===== src/rtl/mbm_mac_accumulator.sv =====
// Frame multiply-accumulate stage behind a Mitchell log-domain approximate multiplier.
// Define MBM_MAC_SATURATE_EN to clamp the frame sum on overflow instead of wrapping.

module Mul_top #(
  parameter int N = 8,
  parameter int L = 3
) (
  input  logic           clk,
  input  logic           rst,
  input  logic           en_i,
  input  logic [N-1:0]   b1_i,
  input  logic [N-1:0]   b2_i,
  output logic [2*N-1:0] p_o
);
  logic [L-1:0]   k1, k2;
  logic [N-2:0]   f1, f2;
  logic [L+N-1:0] logSum;
  logic [L:0]     charac;
  logic [3*N-1:0] mant;
  logic [2*N-1:0] prod;
  logic [2*N-1:0] p_q;

  // Leading-one position is the integer part of log2; the bits below it, left-aligned, are the fraction.
  always_comb begin
    k1 = '0;
    k2 = '0;
    for (int i = 0; i < N; i++) begin
      if (b1_i[i]) k1 = L'(i);
      if (b2_i[i]) k2 = L'(i);
    end
    f1     = (N-1)'(b1_i << (L'(N-1) - k1));
    f2     = (N-1)'(b2_i << (L'(N-1) - k2));
    logSum = {1'b0, k1, f1} + {1'b0, k2, f2};
    charac = logSum[L+N-1:N-1];
    mant   = {{(2*N){1'b0}}, 1'b1, logSum[N-2:0]};
    prod   = (2*N)'((mant << charac) >> (N-1));
  end

  always_ff @(posedge clk or posedge rst) begin
    if (rst)       p_q <= '0;
    else if (en_i) p_q <= prod;
  end

  assign p_o = p_q;
endmodule

module mbm_mac_accumulator #(
  parameter int N     = 8,
  parameter int L     = 3,
  parameter int ACC_W = 24,
  parameter int CNT_W = 8
) (
  input  logic             clk,
  input  logic             rst,
  input  logic             in_valid,
  output logic             in_ready,
  input  logic [N-1:0]     in_b1,
  input  logic [N-1:0]     in_b2,
  input  logic             in_last,
  output logic             out_valid,
  input  logic             out_ready,
  output logic [ACC_W-1:0] out_acc,
  output logic [CNT_W-1:0] out_count,
  output logic             out_ovf
);
  logic             en, accept, s1Zero;
  logic             s1Valid_q, s1Last_q, mValid_q, mLast_q, mZero_q, s2Valid_q, s2Last_q;
  logic [N-1:0]     s1B1_q, s1B2_q;
  logic [2*N-1:0]   mulProd, s2Prod_q;
  logic [ACC_W:0]   sumWide;
  logic             carry;
  logic [ACC_W-1:0] sumFinal;
  logic [CNT_W-1:0] cntNext;
  logic [ACC_W-1:0] acc_q, acc_d, outAcc_q, outAcc_d;
  logic [CNT_W-1:0] cnt_q, cnt_d, outCount_q, outCount_d;
  logic             ovf_q, ovf_d, outOvf_q, outOvf_d, outValid_q, outValid_d;

  assign en       = !(outValid_q && !out_ready);
  assign accept   = in_valid && en;
  assign in_ready = en;
  assign s1Zero   = (s1B1_q == '0) || (s1B2_q == '0);

  Mul_top #(.N(N), .L(L)) u_mul (
    .clk  (clk),
    .rst  (rst),
    .en_i (en),
    .b1_i (s1B1_q),
    .b2_i (s1B2_q),
    .p_o  (mulProd)
  );

  // Zero flag travels beside the multiplier register: leading-one detection of 0 gives a bogus product.
  always_ff @(posedge clk or posedge rst) begin
    if (rst) begin
      s1Valid_q <= 1'b0;
      s1Last_q  <= 1'b0;
      s1B1_q    <= '0;
      s1B2_q    <= '0;
      mValid_q  <= 1'b0;
      mLast_q   <= 1'b0;
      mZero_q   <= 1'b0;
      s2Valid_q <= 1'b0;
      s2Last_q  <= 1'b0;
      s2Prod_q  <= '0;
    end else if (en) begin
      s1Valid_q <= accept;
      s1Last_q  <= in_last;
      s1B1_q    <= in_b1;
      s1B2_q    <= in_b2;
      mValid_q  <= s1Valid_q;
      mLast_q   <= s1Last_q;
      mZero_q   <= s1Zero;
      s2Valid_q <= mValid_q;
      s2Last_q  <= mLast_q;
      s2Prod_q  <= mZero_q ? '0 : mulProd;
    end
  end

  always_comb begin
    sumWide = {1'b0, acc_q} + {{(ACC_W+1-2*N){1'b0}}, s2Prod_q};
    carry   = sumWide[ACC_W];
`ifdef MBM_MAC_SATURATE_EN
    sumFinal = carry ? {ACC_W{1'b1}} : sumWide[ACC_W-1:0];
`else
    sumFinal = sumWide[ACC_W-1:0];
`endif
    cntNext = (&cnt_q) ? cnt_q : cnt_q + CNT_W'(1);
  end

  // A last beat hands its total to the output and restarts the accumulator in the same cycle.
  always_comb begin
    acc_d      = acc_q;
    cnt_d      = cnt_q;
    ovf_d      = ovf_q;
    outValid_d = outValid_q;
    outAcc_d   = outAcc_q;
    outCount_d = outCount_q;
    outOvf_d   = outOvf_q;
    if (en) begin
      if (outValid_q) outValid_d = 1'b0;
      if (s2Valid_q) begin
        if (s2Last_q) begin
          outAcc_d   = sumFinal;
          outCount_d = cntNext;
          outOvf_d   = ovf_q | carry;
          outValid_d = 1'b1;
          acc_d      = '0;
          cnt_d      = '0;
          ovf_d      = 1'b0;
        end else begin
          acc_d = sumFinal;
          cnt_d = cntNext;
          ovf_d = ovf_q | carry;
        end
      end
    end
  end

  always_ff @(posedge clk or posedge rst) begin
    if (rst) begin
      acc_q      <= '0;
      cnt_q      <= '0;
      ovf_q      <= 1'b0;
      outValid_q <= 1'b0;
      outAcc_q   <= '0;
      outCount_q <= '0;
      outOvf_q   <= 1'b0;
    end else begin
      acc_q      <= acc_d;
      cnt_q      <= cnt_d;
      ovf_q      <= ovf_d;
      outValid_q <= outValid_d;
      outAcc_q   <= outAcc_d;
      outCount_q <= outCount_d;
      outOvf_q   <= outOvf_d;
    end
  end

  assign out_valid = outValid_q;
  assign out_acc   = outAcc_q;
  assign out_count = outCount_q;
  assign out_ovf   = outOvf_q;
endmodule

===== config.mk =====
export PLATFORM = sky130hd
export DESIGN_NAME = mbm_mac_accumulator
export DESIGN_NICKNAME = d
export VERILOG_FILES = /design/src/rtl/mbm_mac_accumulator.sv
export SDC_FILE = /design/constraint.sdc
export NUM_CORES = 1
export LEC_CHECK = 0
export BUFFER_PORTS_ARGS = -buffer_cell sky130_fd_sc_hd__buf_2
export CELL_PAD_IN_SITES_DETAIL_PLACEMENT = 0
export CELL_PAD_IN_SITES_GLOBAL_PLACEMENT = 2
export CORE_MARGIN = 4
export CORE_UTILIZATION = 28
export CTS_CLUSTER_SIZE = 8
export DETAILED_ROUTE_END_ITERATION = 8
export GPL_ROUTABILITY_DRIVEN = 0
export PLACE_DENSITY = 0.6
export RECOVER_POWER = 100
export SYNTH_ARGS = -nofsm -noshare
export SYNTH_HDL_FRONTEND = slang
export SYNTH_SLANG_ARGS = --single-unit
export TNS_END_PERCENT = 10

===== constraint.sdc =====
create_clock -name clk -period 4.3 [get_ports clk]
set_input_delay 0.86 -clock clk [delete_from_list [all_inputs] [get_ports clk]]
set_output_delay 0.86 -clock clk [all_outputs]
set_load 0.1 [all_outputs]

==> impl_metrics.csv <==
group,metric,value,unit
logic_synthesis,synth-edff-count,0,
critical_path,crit_type,"register to register",
clocking,cts_tree,"built",
grt,grt_pass1_vias,6288,
run_status,status,"complete, but fails checks",
logic_synthesis,synth_cell_types,91,
die,die_area,28940,sq um
die,die_w,170.1,um
logic_synthesis,ys.warnings.count,0,
logic_synthesis,netlist.area_leader.share,0.4148,
placed_design,pre_cts_ws,0.1391,ns
sta,fin_crit,4.074,ns
routing,firstDrtPassIters,4,
logic_synthesis,syn_area,7360,sq um
logic_synthesis,synth.most_common_cell,"nand2_1",
routing,via_per_inst,5.070,
cells_and_area,n_antenna_cell,0,
logic_synthesis,synth.area.top_cells,"dfrtp_1 41%, nand2_1 7.8%, ha_1 4.6%",
die,dieHeight,170.1,um
logic_synthesis,ys.flop_type,"dfrtp_1",
cells_and_area,num-fill-cells,2726,
grt,grt.overflow.total,0,
sta,final.setup_skew,0.01408,ns
die,coreArea,25980,sq um
cells_and_area,final_cell_area,8554,sq um
clocking,clock-sinks,122,
grt,grt_max_degree,123,
sta,maxSlewHeadroom,-1.113,
cells_and_area,area_delta_synth_final,16.24,%
clocking,cts_max_level,4,
critical_path,cp.required,4.60,ns
clocking,clock_latency,0.42,ns
critical_path,arrival,4.38,ns
sta,maxSlewViolCount,146,
die,start_util,0.2832,
routing,post_drt_wl_per_cell,16.72,um
sta,hold_slack,0.4711,ns
clocking,cts-buffers-inserted,17,
die,ioPinCount,56,
routing,vias,6124,
logic_synthesis,synth_seq_cells,122,
logic_synthesis,synth_top_cells_by_count,"153 x nand2_1, 122 x dfrtp_1, 64 x o21ai_0, 44 x nor2_1, 40 x a21oi_1",
routing,wl,20200,um
power_and_ir_drop,leakagePower,3.859,nW
run_status,violations,"capacitance limit, slew limit",
clocking,ctsHoldBuffers,0,
sta,setup_violations,0,
placed_design,place_area,7990,sq um
placed_design,dpl.hpwl,14500,um
clocking,cts_buffer_depth,2,
clocking,root_buffer,"clkbuf_16",
routing,antenna_left,0,
critical_path,worstSetupEndpointType,"register",
flow_run,drv_cap,2,
hold_path,hp-class,"register to register",
sta,finalHoldViolCount,0,
logic_synthesis,postSynthAreaPerCell,9.086,sq um
sta,tightestPinTransition,3.169,ns
critical_path,critPathMaxFanout,7,
power_and_ir_drop,peakVddDrop,451.9,uV
routing,first_iter_violations,323,
placed_design,port_buffers,55,
die,rows,59,
sta,period_share,0.9474,
sta,max_freq,245.5,MHz
critical_path,worst_setup_path_start_kind,"register",
power_and_ir_drop,p_total,7.895,mW
grt,grt_pass1_wl,33100,um
logic_synthesis,async_flop_share,1.000,
power_and_ir_drop,power.density,922.9,nW/um^2
logic_synthesis,synth_top_area_cell,"dfrtp_1",
routing,drc,0,
clocking,cts_resized,0,
logic_synthesis,netlist_instances,810,
clocking,post-cts-setup-buffers,0,
logic_synthesis,syn-num-nets,860,
cells_and_area,drive_above_1_share,0.1317,
sta,setup_slack,0.2260,ns
grt,antenna_found_initial,0,
grt,grtUsageTotal,0.1418,
logic_synthesis,ys_seq_area_frac,0.4148,
cells_and_area,nets,910,
clocking,clk_pin_slew,0.06,ns
state kept, by name (all words and copies together) (netlist names), 8 cells and up:
register   count
out_count      8
cnt_q          8
out_acc       24
acc_q         24
s2Prod_q      16
u_mul.p_o     16
s1B1_q         8
s1B2_q         8
worst paths after layout:
| kind | startpoint | end | slack [ns] | depth (start not counted) |
|---|---|---|---|---|
| max | s1B2_q[2]$_DFFE_PP0N_ | u_mul.p_o[10]$_DFFE_PP0N_ | 0.23 | 16 |
| min | s1Valid_q$_DFFE_PP0N_ | s1Valid_q$_DFFE_PP0N_ | 0.47 | 2 |
| max reg2reg | s1B2_q[2]$_DFFE_PP0N_ | u_mul.p_o[10]$_DFFE_PP0N_ | 0.23 | 16 |
| min reg2reg | s1Valid_q$_DFFE_PP0N_ | s1Valid_q$_DFFE_PP0N_ | 0.47 | 2 |
| max in group asynchronous | rst | s1B2_q[5]$_DFFE_PP0N_ | 0.82 | 3 |
| min in group asynchronous | rst | out_acc[5]$_DFFE_PP0P_ | 1.57 | 3 |
cells in the final DEF, fill, tap and decap left out, drive strengths merged, types with 7 or more instances in the layout:
cell type	Yosys	layout
a31oi	8	8
and2	8	8
o31ai	10	10
nor4	8	8
a22o	12	12
dfrtp	122	122
nand2	154	154
inv	28	35
ha	27	27
nand3	19	19
xor2	11	11
nand3b	19	19
buf	10	30
a21oi	42	42
o21a	9	9
a21o	13	13
o211ai	7	7
xnor2	17	17
mux2i	11	11
nor2	44	44
clkbuf	31	59
mux2	15	15
and3	8	8
o21ai	72	72
nor3	12	12
logic make-up after synthesis:
group,Yosys count,synth area share
muxes,26,0.03842
DFF,122,0.4148
buffers and inverters,70,0.04420
xor gates and xnor gates,28,0.03434
adders and majority gates,29,0.05134
AOI/OAI and AO/OA,233,0.2225
and+or+nand+nor,302,0.1943
layer usage:
metal  global-route usage  up-vias  part of all wire
met5                    0        -                 0
li1                     -     3031                 -
met2               0.2445       96              0.49
met3              0.02904       27             0.029
met1               0.1787     2970              0.46
met4              0.04375        0             0.017
worst max-delay path, stage by stage, from the launching register on:
cell and delay [ns]:
dfrtp_1 0.34, buf_4 0.16, nor2_1 0.08, o31ai_1 0.31
mux2_2 0.38, o21ai_0 0.12, a211oi_1 0.14, o21ai_0 0.21
a21oi_1 0.13, ha_1 0.39, o211ai_1 0.18, a21o_2 0.27
o211ai_4 0.25, mux2_4 0.34, a211oi_2 0.31, nand2_1 0.09
a32o_1 0.26
power breakdown:
part	internal, mW	total (mW)	leakage, nW	switching, mW
Sequential	1.55	1.85	1.56	0.306
Combinational	1.43	4.47	1.99	3.04
Clock	0.984	1.57	0.311	0.585
Total	3.96	7.90	3.86	3.93
cell type report:
cell class,count,area (sq um),area share
Clock inverter,15,210.2,0.02457
Multi-Input combinational cell,618,3994,0.4669
Tap cell,335,419.2,0.04900
Inverter,29,111.4,0.01302
Sequential cell,122,3053,0.3569
Timing Repair Buffer,72,341.6,0.03993
Clock buffer,17,425.4,0.04973
stage by stage:
step	TNS, ns	util	cells
3_3_place_gp	0	0.3075	1176
3_5_place_dp	0	0.3075	1176
5_1_grt	-0.01852	0.3292	1208
4_1_cts	0	0.3320	1208
6_report	0	0.3292	1208
2_1_floorplan	0	-	810
No activity file was read; power rests on OpenSTA's default activity.
